<file path="config.mk">
export PLATFORM = sky130hd
export DESIGN_NAME = seg7_rx_flat
export DESIGN_NICKNAME = d
export VERILOG_FILES = /design/src/rtl/seg7_pkg.sv /design/src/rtl/seg7_rx_if.sv /design/src/rtl/seg7_stable_filter.sv /design/src/rtl/seg7_rx.sv /design/src/flat_wrapper.sv
export SDC_FILE = /design/constraint.sdc
export NUM_CORES = 1
export LEC_CHECK = 0
export ABC_AREA = 1
export BUFFER_PORTS_ARGS = -buffer_cell sky130_fd_sc_hd__buf_2
export CORE_ASPECT_RATIO = 0.7
export CORE_MARGIN = 2
export CORE_UTILIZATION = 50
export DETAILED_ROUTE_END_ITERATION = 6
export PLACE_DENSITY = 0.7
export REMOVE_ABC_BUFFERS = 1
export SLEW_MARGIN = 20
export SYNTH_ARGS = -nofsm -noshare
export SYNTH_HDL_FRONTEND = slang
export SYNTH_HIERARCHICAL = 1
export SYNTH_SLANG_ARGS = --single-unit
export TNS_END_PERCENT = 1
</file>
<file path="constraint.sdc">
create_clock -name clk -period 3.1 [get_ports clk]
set_clock_uncertainty 0.2 [all_clocks]
set_input_delay 0.31 -clock clk [delete_from_list [all_inputs] [get_ports clk]]
set_output_delay 0.31 -clock clk [all_outputs]
set_load 0.02 [all_outputs]
</file>
<file path="src/rtl/seg7_pkg.sv">
// Shared 7-segment definitions: glyph table, decoder and receiver FSM states.
package seg7_pkg;

   localparam logic [6:0] SEG_BLANK = 7'h00;

   localparam logic [6:0] SEG_0 = 7'h3F;
   localparam logic [6:0] SEG_1 = 7'h06;
   localparam logic [6:0] SEG_2 = 7'h5B;
   localparam logic [6:0] SEG_3 = 7'h4F;
   localparam logic [6:0] SEG_4 = 7'h66;
   localparam logic [6:0] SEG_5 = 7'h6D;
   localparam logic [6:0] SEG_6 = 7'h7D;
   localparam logic [6:0] SEG_7 = 7'h07;
   localparam logic [6:0] SEG_8 = 7'h7F;
   localparam logic [6:0] SEG_9 = 7'h6F;
   localparam logic [6:0] SEG_A = 7'h77;
   localparam logic [6:0] SEG_B = 7'h7C;
   localparam logic [6:0] SEG_C = 7'h39;
   localparam logic [6:0] SEG_D = 7'h5E;
   localparam logic [6:0] SEG_E = 7'h79;
   localparam logic [6:0] SEG_F = 7'h71;

   typedef enum logic {S_FIRST, S_RUN} rx_state_t;

   // Returns {legal, digit}; blank and unknown patterns both report legal=0.
   function automatic logic [4:0] seg7_decode(input logic [6:0] seg);
      logic [4:0] res;
      case (seg)
         SEG_0:   res = {1'b1, 4'h0};
         SEG_1:   res = {1'b1, 4'h1};
         SEG_2:   res = {1'b1, 4'h2};
         SEG_3:   res = {1'b1, 4'h3};
         SEG_4:   res = {1'b1, 4'h4};
         SEG_5:   res = {1'b1, 4'h5};
         SEG_6:   res = {1'b1, 4'h6};
         SEG_7:   res = {1'b1, 4'h7};
         SEG_8:   res = {1'b1, 4'h8};
         SEG_9:   res = {1'b1, 4'h9};
         SEG_A:   res = {1'b1, 4'hA};
         SEG_B:   res = {1'b1, 4'hB};
         SEG_C:   res = {1'b1, 4'hC};
         SEG_D:   res = {1'b1, 4'hD};
         SEG_E:   res = {1'b1, 4'hE};
         SEG_F:   res = {1'b1, 4'hF};
         default: res = 5'b0_0000;
      endcase
      return res;
   endfunction

endpackage

</file>
<file path="src/rtl/seg7_rx_if.sv">
// Segment bus input plus decoded status/counters of the receiver.
interface seg7_rx_if #(parameter int CNT_W = 8);
   logic [6:0]       seg_in;
   logic             clear;
   logic [3:0]       digit_out;
   logic             digit_valid;
   logic             blank;
   logic             code_err;
   logic             seq_err;
   logic [CNT_W-1:0] match_count;
   logic [CNT_W-1:0] err_count;

   modport master (
      output seg_in, clear,
      input  digit_out, digit_valid, blank, code_err, seq_err, match_count, err_count
   );

   modport slave (
      input  seg_in, clear,
      output digit_out, digit_valid, blank, code_err, seq_err, match_count, err_count
   );
endinterface

</file>
<file path="src/rtl/seg7_stable_filter.sv">
// Synchronizes the segment bus and emits one accept pulse per distinct stable pattern.
module seg7_stable_filter #(
   parameter int STABLE_CYCLES = 4
) (
   input  logic       clk,
   input  logic       rst,
   input  logic [6:0] i_seg,
   output logic       o_accept,
   output logic [6:0] o_pattern
);

   localparam logic [7:0] L_STABLE = 8'(STABLE_CYCLES);
   localparam logic [7:0] L_PRE    = 8'(STABLE_CYCLES - 1);

   logic [6:0] r_sync1;
   logic [6:0] r_sync2;
   logic [6:0] r_cand;
   logic [6:0] r_last;
   logic [7:0] r_stab;
   logic       w_accept;

   // Fires on the cycle whose edge brings the count to STABLE_CYCLES, so the
   // consumer registers its result on that same edge.
   assign w_accept  = (r_sync2 == r_cand) && (r_stab == L_PRE) && (r_cand != r_last);
   assign o_accept  = w_accept;
   assign o_pattern = r_cand;

   // Synchronizer, candidate tracking and saturating stability count.
   always_ff @(posedge clk) begin
      if (rst) begin
         r_sync1 <= '0;
         r_sync2 <= '0;
         r_cand  <= '0;
         r_last  <= '0;
         r_stab  <= '0;
      end else begin
         r_sync1 <= i_seg;
         r_sync2 <= r_sync1;
         if (r_sync2 != r_cand) begin
            r_cand <= r_sync2;
            r_stab <= 8'd1;
         end else if (r_stab != L_STABLE) begin
            r_stab <= r_stab + 8'd1;
         end
         if (w_accept) r_last <= r_cand;
      end
   end

endmodule

</file>
<file path="src/rtl/seg7_rx.sv">
// 7-segment receiver: decodes stable patterns and checks a +1 counting sequence.
//
//   state   | meaning
//   S_FIRST | no reference digit; next valid digit is taken as-is
//   S_RUN   | digit_out is the reference for the next in-sequence check
module seg7_rx
   import seg7_pkg::*;
#(
   parameter int STABLE_CYCLES = 4,
   parameter int CNT_W         = 8
) (
   input logic       clk,
   input logic       rst,
   seg7_rx_if.slave  bus
);

   logic             w_accept;
   logic [6:0]       w_pattern;
   logic [4:0]       w_dec;
   logic [3:0]       w_digit_inc;
   rx_state_t        r_state, w_state_nxt;
   logic             w_dv, w_ce, w_se, w_load, w_blank_nxt, w_match_inc, w_err_inc;
   logic [3:0]       r_digit;
   logic             r_dv, r_ce, r_se, r_blank;
   logic [CNT_W-1:0] r_match, r_err;

   seg7_stable_filter #(.STABLE_CYCLES(STABLE_CYCLES)) u_filter (
      .clk       (clk),
      .rst       (rst),
      .i_seg     (bus.seg_in),
      .o_accept  (w_accept),
      .o_pattern (w_pattern)
   );

   assign w_dec       = seg7_decode(w_pattern);
   assign w_digit_inc = r_digit + 4'd1;

   // Next state and per-accept actions.
   always_comb begin
      w_state_nxt = r_state;
      w_dv        = 1'b0;
      w_ce        = 1'b0;
      w_se        = 1'b0;
      w_load      = 1'b0;
      w_blank_nxt = r_blank;
      w_match_inc = 1'b0;
      w_err_inc   = 1'b0;
      if (w_accept) begin
         if (w_pattern == SEG_BLANK) begin
            w_blank_nxt = 1'b1;
            w_state_nxt = S_FIRST;
         end else if (!w_dec[4]) begin
            w_ce        = 1'b1;
            w_err_inc   = 1'b1;
            w_blank_nxt = 1'b0;
            w_state_nxt = S_FIRST;
         end else begin
            w_dv        = 1'b1;
            w_load      = 1'b1;
            w_blank_nxt = 1'b0;
            w_state_nxt = S_RUN;
            if (r_state == S_RUN) begin
               if (w_dec[3:0] == w_digit_inc) w_match_inc = 1'b1;
               else begin
                  w_se      = 1'b1;
                  w_err_inc = 1'b1;
               end
            end
         end
      end
   end

   // FSM state register.
   always_ff @(posedge clk) begin
      if (rst) r_state <= S_FIRST;
      else     r_state <= w_state_nxt;
   end

   // Registered digit, blank level and one-cycle strobes.
   always_ff @(posedge clk) begin
      if (rst) begin
         r_digit <= '0;
         r_blank <= 1'b0;
         r_dv    <= 1'b0;
         r_ce    <= 1'b0;
         r_se    <= 1'b0;
      end else begin
         if (w_load) r_digit <= w_dec[3:0];
         r_blank <= w_blank_nxt;
         r_dv    <= w_dv;
         r_ce    <= w_ce;
         r_se    <= w_se;
      end
   end

   // Counters: match wraps, errors saturate, clear wins over increments.
   always_ff @(posedge clk) begin
      if (rst || bus.clear) begin
         r_match <= '0;
         r_err   <= '0;
      end else begin
         if (w_match_inc) r_match <= r_match + 1'b1;
         if (w_err_inc && (r_err != '1)) r_err <= r_err + 1'b1;
      end
   end

   assign bus.digit_out   = r_digit;
   assign bus.digit_valid = r_dv;
   assign bus.blank       = r_blank;
   assign bus.code_err    = r_ce;
   assign bus.seq_err     = r_se;
   assign bus.match_count = r_match;
   assign bus.err_count   = r_err;

endmodule

</file>
<file path="src/flat_wrapper.sv">
// flat-port wrapper written by rule: the top's interface ports become plain ports
module seg7_rx_flat import seg7_pkg::*;
#(
   parameter int STABLE_CYCLES = 4,
   parameter int CNT_W         = 8
)
  (clk, rst, bus_seg_in, bus_clear, bus_digit_out, bus_digit_valid, bus_blank, bus_code_err, bus_seq_err, bus_match_count, bus_err_count);
  seg7_rx_if #(.CNT_W(CNT_W)) bus_i ();
  input logic clk;
  input logic rst;
  input wire logic [$bits(bus_i.seg_in)-1:0] bus_seg_in;
  input wire logic [$bits(bus_i.clear)-1:0] bus_clear;
  output wire logic [$bits(bus_i.digit_out)-1:0] bus_digit_out;
  output wire logic [$bits(bus_i.digit_valid)-1:0] bus_digit_valid;
  output wire logic [$bits(bus_i.blank)-1:0] bus_blank;
  output wire logic [$bits(bus_i.code_err)-1:0] bus_code_err;
  output wire logic [$bits(bus_i.seq_err)-1:0] bus_seq_err;
  output wire logic [$bits(bus_i.match_count)-1:0] bus_match_count;
  output wire logic [$bits(bus_i.err_count)-1:0] bus_err_count;
  assign bus_i.seg_in = bus_seg_in;
  assign bus_i.clear = bus_clear;
  assign bus_digit_out = bus_i.digit_out;
  assign bus_digit_valid = bus_i.digit_valid;
  assign bus_blank = bus_i.blank;
  assign bus_code_err = bus_i.code_err;
  assign bus_seq_err = bus_i.seq_err;
  assign bus_match_count = bus_i.match_count;
  assign bus_err_count = bus_i.err_count;
  seg7_rx #(.STABLE_CYCLES(STABLE_CYCLES), .CNT_W(CNT_W)) u_core (.clk(clk), .rst(rst), .bus(bus_i));
endmodule
</file>
==> results.ini, run 1 <==
[finish]
fin_area_um2=3636
multiInputGateArea_um2=1644
syn2layout_area_growth_pct=15.27
register_area_um2=1221
insertedDiodeCount=0
fillers=572
layout-drive-gt1-share=0.1719
nets=516
fin_util=0.5907

[job]
cap_violations=0

[floorplan]
die_w_um=98.93
io_pins=34
core-area_um2=6156
die_area_um2=6970
num_rows=24
die_y_um=70.45
initial_core_util=0.5124

[global_routing]
grt_overflow=0
grt_pass1_vias=2560
grt_usage=0.2056
grt_max_degree=28
grt_pass1_wl_um=11540
antenna_found_initial=0

[outcome]
outcome=complete, no violations

[worst_setup_path]
path_depth=12
crit_type=reg -> reg
cp.required_ns=3.13
worst_path_max_delay_cell=dfxtp_1
critPathMaxFanout=11
path_cells=ha_1 -> nand2_1 -> nor3_4 -> nand2_2 -> nor2_4 -> inv_1 -> nor2_1 -> nand2_1 -> nor4_1 -> nand3_2 -> nand2_1 -> nor2_1
crit_family=simple AND/OR/NAND/NOR gates
worstRegToRegCells=12
arrival_ns=2.70
cp_num_buf_inv=1
endpoint_kind=flop
crit_path_max_incr_delay_ns=0.37
cp-start-kind=flop
cp_common_cell=nand2_1

[yosys]
synth_area_per_cell_um2=6.948
synth_edf_count=0
yosys_most_used_dff=dfxtp_1
async_reset_ff_frac=0
netlist_area_um2=3154
yosysMostFrequentCell=nand2_1
synthCells=454
synth_common_cells=nand2_1 (104), nor2_1 (92), dfxtp_1 (61)
synthTopCellsByArea=dfxtp_1 (39%), nand2_1 (12%), nor2_1 (11%)
synth-seq-cells=61
yosysWarnings=6
synth_top_area_frac=0.3871
yosysSeqAreaShare=0.3871
synth.distinct_cells=34
synth.largest_area_cell=dfxtp_1

[timing]
hold_violations=0
slew_violations=0
setup_viol=0
rsz0062_at_grt=false
min_period_ns=2.668
max_freq_mhz=374.9
fin_tns_setup_ns=0
worst_slew_pin_slew_ns=0.4899
fin_crit_sh=0.8605
relSlewSlack=0.6734
fin_hold_ws_ns=0.1919

[route]
num_vias=2859
via_per_inst=4.896
drc=0
firstDrtPassIters=5
drt-initial-drc-count=190
ant_nets=0
routedWlPerCell_um=11.15
wl_um=6509

[clocking]
clockBufferDepth=2
h-tree-depth=3
cts_buffers=9
cts-root-buf=clkbuf_8
ctsResizeCount=0
cts_tree=yes
post_cts_buffers=0
clock_latency_ns=0.33
cts_sinks=61
clkTransAtPathRegs_ns=0.07

[place]
gp_congestion=0.8524
hpwl_um=4802
placed_area_um2=3376
portBuffers=33

[power_and_ir_drop]
finalPower_mw=1.579
p_per_area_nw_per_um2=434.2
ir_worst_vdd_mv=0.2926
leakage_nw=1.641

[worst_hold_path]
min_path_type=in -> reg
min_path_cells=5

-- final cells by class --
| class | instances | area share |
|---|---|---|
| multi-input cells | 326 | 0.4522 |
| flip-flops and latches | 61 | 0.3359 |
| repair buffers | 43 | 0.07089 |
| inverters | 60 | 0.06194 |
| clock buffers | 9 | 0.03407 |
| well taps | 78 | 0.02684 |
| clock inverters | 7 | 0.01824 |
-- registers in the layout, summed over array words and instances (netlist names) --
register and count:
u_core/bus.blank 1, u_core/bus.code_err 1, u_core/bus.digit_out 4, u_core/bus.digit_valid 1, u_core/bus.err_count 8, u_core/bus.match_count 8
u_core/bus.seq_err 1, u_core/r_state 1, u_core/u_filter/o_pattern 7, u_core/u_filter/r_last 7, u_core/u_filter/r_stab 8, u_core/u_filter/r_sync1 7
u_core/u_filter/r_sync2 7
-- logic make-up after synthesis --
group / Yosys count / share of synthesized area
adders and majority gates: 5 / 0.01983
DFF: 61 / 0.3871
xor gates and xnor gates: 17 / 0.04720
buffers and inverters: 67 / 0.09163
AOI/OAI and AO/OA: 31 / 0.06030
and+or+nand+nor: 273 / 0.3939
-- report_power, final --
group          total (mW)  internal [mW]  switching [mW]
Clock               0.668          0.366           0.302
Combinational       0.102         0.0386          0.0635
Sequential          0.809          0.797          0.0115
-- metrics by stage --
step,instances,worst slack [ns]
6_report,584,0.4325
3_5_place_dp,561,0.4723
2_1_floorplan,447,0.6214
5_1_grt,584,0.1475
3_3_place_gp,561,0.6178
4_1_cts,584,0.4539
-- layout by cell type (no fill, tap or decap), types with 2 or more instances in the layout --
cell and instances:
xor2_1 5, nand2_1 104, nand3_2 4, dlygate4sd3_1 7, buf_4 3, nand2_2 9
nor2_2 6, inv_1 53, clkbuf_8 9, xnor2_1 12, nor2_1 92, a31oi_1 6
a21oi_1 14, inv_2 6, clkinv_2 4, nor3_1 5, nand4_1 11, nand3b_1 5
ha_1 5, nor2_4 2, nor4_1 3, buf_2 33, dfxtp_1 61, nand3_1 26
o21ai_0 6
-- routing by layer --
layer | GRT usage | share of wire
met5 | 0 | 0
met3 | 0.07407 | 0.050
met1 | 0.2937 | 0.52
met2 | 0.2965 | 0.42
met4 | 0.04566 | 0.0065
-- worst paths after layout --
check / to / start / slack [ns]
max reg2reg: u_core/bus.err_count[6] / u_core/u_filter/r_stab[0] / 0.43
min: u_core/bus.err_count[1] / bus_clear / 0.19
max: u_core/bus.err_count[6] / u_core/u_filter/r_stab[0] / 0.43
min reg2reg: u_core/u_filter/r_sync2[6] / u_core/u_filter/r_sync1[6] / 0.20
-- worst min-delay path: stages --
cell and delay, ns:
buf_2 0.08, nor2_1 0.03, buf_4 0.16, nand2_1 0.07
nor2_1 0.03
-- timing repair --
action	CTS	global route
endpoints found under the setup margin	0	0
hold endpoints to repair	7	0
hold buffers	7	0
Note: power is estimated with default switching activity, not from simulation.
==> inputs of run 2 (changes only) <==
- CORE_UTILIZATION: 50 -> 45
- PLACE_DENSITY: 0.7 -> 0.66
- clock period: 3.1 -> 2.4 ns (I/O delays scaled with it)
==> run 2 against run 1 <==
Against the previous run: first-iteration DRC count fell by 0.53%; routed wire length rose by 3.7%; power rose by 46%; sequential cell count did not move; critical path depth rose by 4; final area rose by 5.7%; fmax rose by 18%; clock-buffer cell count did not move; global-route usage fell by 2.4 points; register-to-register slack got worse by 0.29 ns; sequential power rose by 29%; largest cell class unchanged.
==> results.ini, run 2 (synthesis gave the netlist of run 1 again) <==
[finish]
final_cell_mix=nand2_1 (101), nor2_1 (88), dfxtp_1 (56)
fillers=638
syn2layout_area_growth_pct=21.86
register_area_um2=1227
fin_util=0.5689
insertedDiodeCount=0
layout-drive-gt1-share=0.2125
nets=523
multiInputGateArea_um2=1703
finalNonFillerCells=607
final_common_cell=nand2_1

[timing]
worst_slew_pin_slew_ns=0.7618
fin_hold_ws_ns=0.01049
fin_crit_sh=0.9392
relSlewSlack=0.4903
min_period_ns=2.254
setup_viol=0
hold_violations=0
slew_violations=0
rsz0062_at_grt=true
max_freq_mhz=443.6
fin_tns_setup_ns=0

[route]
via_per_inst=4.791
top_layer_used=met4
num_vias=2908
drc=0
ant_nets=0
wl_um=6753
drt-initial-drc-count=189
routedWlPerCell_um=11.13
met3_length_um=418
firstDrtPassIters=4
m1WireLength_um=3587
dr_wl_met2_um=2676

[global_routing]
grt_max_degree=18
grt_usage=0.1813
grt_pass1_vias=2415
antenna_found_initial=0
grt_overflow=0
grt_pass1_wl_um=11080

[clocking]
post_cts_buffers=0
h-tree-depth=3
cts-root-buf=clkbuf_8
clock_latency_ns=0.35
clkTransAtPathRegs_ns=0.07
cts_tree=yes
cts_buffers=9
clockBufferDepth=2
cts_sinks=61

[worst_setup_path]
arrival_ns=2.29
critPathMaxFanout=6
cp-start-kind=flop
path_cells=buf_4 -> nand2_1 -> inv_1 -> nand2_1 -> nand2_1 -> o21bai_4 -> nand2_1 -> nand2_1 -> nand2_1 -> nor2_2 -> nand2_2 -> nor2_2 -> buf_4 -> nand4_1 -> nand2_1 -> nor2_1
endpoint_kind=flop
cp_common_cell=nand2_1
worst_path_max_delay_cell=dfxtp_1
crit_type=reg -> reg
cp.required_ns=2.44
crit_path_max_incr_delay_ns=0.35

[worst_hold_path]
min_path_type=in -> reg

[power_and_ir_drop]
p_per_area_nw_per_um2=600.9
ir_worst_vdd_mv=0.3567
leakage_nw=1.744
finalPower_mw=2.310

[job]
cap_violations=0

[floorplan]
die_y_um=74.05
io_pins=34
core-area_um2=6756
initial_core_util=0.4669
num_rows=25
die_area_um2=7705
die_w_um=104.1

[place]
gp_congestion=0.8913
hpwl_um=4963
placed_cells=584
portBuffers=33

[outcome]
outcome=complete, no violations

-- run 2: critical path, delay by kind of cell (launching register included) --
kind / cells / cell delay [ns]
AOI/OAI and AO/OA: 1 / 0.17
buffers and inverters: 3 / 0.41
DFF: 1 / 0.35
and+or+nand+nor: 12 / 1.02
-- run 2: path summary, 6_finish.rpt --
path / from / to / slack, ns / depth (start not counted)
min: rst / u_core/u_filter/r_sync1[4] / 0.01 / 2
max reg2reg: u_core/u_filter/o_pattern[0] / u_core/bus.match_count[2] / 0.15 / 16
min reg2reg: u_core/u_filter/r_sync1[5] / u_core/u_filter/r_sync2[5] / 0.20 / 2
max: u_core/u_filter/o_pattern[0] / u_core/bus.match_count[2] / 0.15 / 16
-- run 2: where the power goes --
| part | switching [mW] | leakage [nW] | total, mW | internal [mW] |
|---|---|---|---|---|
| combinational | 0.0863 | 1.12 | 0.139 | 0.0523 |
| sequential | 0.0138 | 0.498 | 1.04 | 1.03 |
| clock | 0.431 | 0.124 | 1.13 | 0.696 |
-- run 2: routing by layer --
metal / track usage / up-vias
li1: - / 1537
met1: 0.2527 / 1278
met2: 0.2624 / 84
met3: 0.06310 / 9
met4: 0.06306 / 0
met5: 0 / -
-- run 2: stage by stage --
stage	worst slack, ns	area, µm²
finish	0.1459	3844
global route	-0.03059	3844
CTS	0.06294	3776
detailed placement	0.07620	3461
global placement	0.09992	3461
floorplan	-0.07855	3090
-- run 2: final cells by class --
| cell class | instances | area share |
|---|---|---|
| Inverter | 60 | 0.05924 |
| Clock buffer | 9 | 0.03223 |
| Sequential cell | 61 | 0.3193 |
| Tap cell | 94 | 0.03060 |
| Multi-Input combinational cell | 326 | 0.4430 |
| Clock inverter | 7 | 0.03158 |
| Timing Repair Buffer | 50 | 0.08398 |
-- run 2: what timing repair did --
action	CTS	global route
gates resized for setup	0	20
hold buffers	7	0
setup endpoints to repair	0	20
endpoints found under the hold margin	7	0
==> inputs of run 3 (changes only) <==
- CORE_ASPECT_RATIO: 0.7 -> 1.2
- SETUP_SLACK_MARGIN: not set -> 0.2
==> run 3 against run 2 <==
Against the previous run: core utilization grew 1.1 points; register-to-register slack better by 0.10 ns; non-clock buffer count grew 8; die area is essentially flat; global-route usage up 1.3 points; largest power group is now registers.
==> results.ini, run 3 (synthesis gave the netlist of run 1 again) <==
[worst_setup_path]
cp.required_ns=2.43
worstRegToRegCells=12
worst_path_max_delay_cell=dfxtp_1
path_cells=ha_1 -> nand2_1 -> nor3_4 -> nand2_2 -> nor2_4 -> inv_2 -> nor2_4 -> nand2_4 -> nor4_4 -> nand3_2 -> nand2_1 -> nor2_1
cp_num_buf_inv=1
crit_type=reg -> reg
arrival_ns=2.19
critPathMaxFanout=4
cp-start-kind=flop
crit_path_max_incr_delay_ns=0.36
crit_family=simple AND/OR/NAND/NOR gates
path_depth=12
endpoint_kind=flop

[floorplan]
initial_core_util=0.4630
die_y_um=95.72
die_area_um2=7698
io_pins=34
die_w_um=80.43
core-area_um2=6813
num_rows=33

[clocking]
cts_buffers=9
cts_tree=yes
h-tree-depth=3
clkTransAtPathRegs_ns=0.07
clock_latency_ns=0.34
cts_sinks=61
cts-root-buf=clkbuf_8
clockBufferDepth=2

[power_and_ir_drop]
p_per_area_nw_per_um2=508.9
finalPower_mw=2.011
ir_worst_vdd_mv=0.3137
leakage_nw=1.780

[route]
firstDrtPassIters=5
ant_nets=0
drt-initial-drc-count=143
routedWlPerCell_um=11.80
drc=0
wl_um=7172
via_per_inst=4.931
num_vias=2998

[global_routing]
grt_use_met3=0.04503
grt-busiest-layer=met2
grt_pass1_wl_um=11590
grt_pass1_vias=2712
use_met2=0.3479
grt_overflow=0
antenna_found_initial=0
met1_usage=0.2227
grt_max_degree=16
grt_usage=0.1944

[timing]
rsz0062_at_grt=true
fin_crit_sh=0.8971
max_freq_mhz=464.5
min_period_ns=2.153
hold_violations=0
relSlewSlack=0.4560
setup_viol=0
worst_slew_pin_slew_ns=0.8130
slew_violations=0

[finish]
final_common_cell=nand2_1
fillers=637
layout-drive-gt1-share=0.2668
nets=531
final_cell_mix=nand2_1 (93), nor2_1 (82), dfxtp_1 (53)
syn2layout_area_growth_pct=25.27
insertedDiodeCount=0
fin_util=0.5800

[worst_hold_path]
min_path_type=in -> reg
min_path_cells=2

[outcome]
outcome=complete, no violations

[place]
hpwl_um=4972
gp_congestion=0.8788
portBuffers=33

[job]
cap_violations=0

run 3: per-layer routing:
metal / up-vias / routed length, µm
met5: - / 0
met4: 0 / 95
met3: 9 / 291
met2: 61 / 3703
met1: 1380 / 3081
li1: 1548 / -
run 3: worst paths after layout:
check	startpoint	endpoint	slack, ns
setup reg to reg	u_core/u_filter/r_stab[1]	u_core/bus.err_count[6]	0.25
hold reg to reg	u_core/u_filter/r_sync1[1]	u_core/u_filter/r_sync2[1]	0.20
hold / removal	rst	u_core/u_filter/r_sync1[3]	0.05
setup / recovery	u_core/u_filter/r_stab[1]	u_core/bus.err_count[6]	0.25
run 3: area by class of cell:
type,count,area [µm²],share of cell area
clock inverter,4,22.52,0.005700
sequential,61,1249,0.3160
tap,87,108.9,0.02755
inverter,60,230.2,0.05826
clock buffer,12,155.1,0.03927
multi-input combinational,326,1784,0.4516
timing repair buffer,58,401.6,0.1016
run 3: report_power, final:
part	internal [mW]	switching [mW]
clock	0.426	0.399
combinational	0.0569	0.0889
sequential	1.02	0.0157
run 3: stage by stage:
stage | hold WS, ns | cell area [µm²] | worst slack [ns] | instances | TNS, ns
2_1_floorplan | 0.1112 | 3090 | -0.07855 | 447 | -0.07855
3_3_place_gp | 0.1918 | 3445 | 0.1673 | 576 | 0
3_5_place_dp | 0.1954 | 3445 | 0.02111 | 576 | 0
4_1_cts | 0.04913 | 3704 | 0.1738 | 599 | 0
5_1_grt | 0.06436 | 3951 | 0.07850 | 608 | 0
6_report | 0.05132 | 3951 | 0.2469 | 608 | 0
run 3: repair_timing:
action	in CTS	in global routing
resized for setup	5	58
setup buffers	0	9
setup endpoints to repair	19	20
pin swaps	0	21
hold endpoints to repair	7	0
hold buffers	7	0
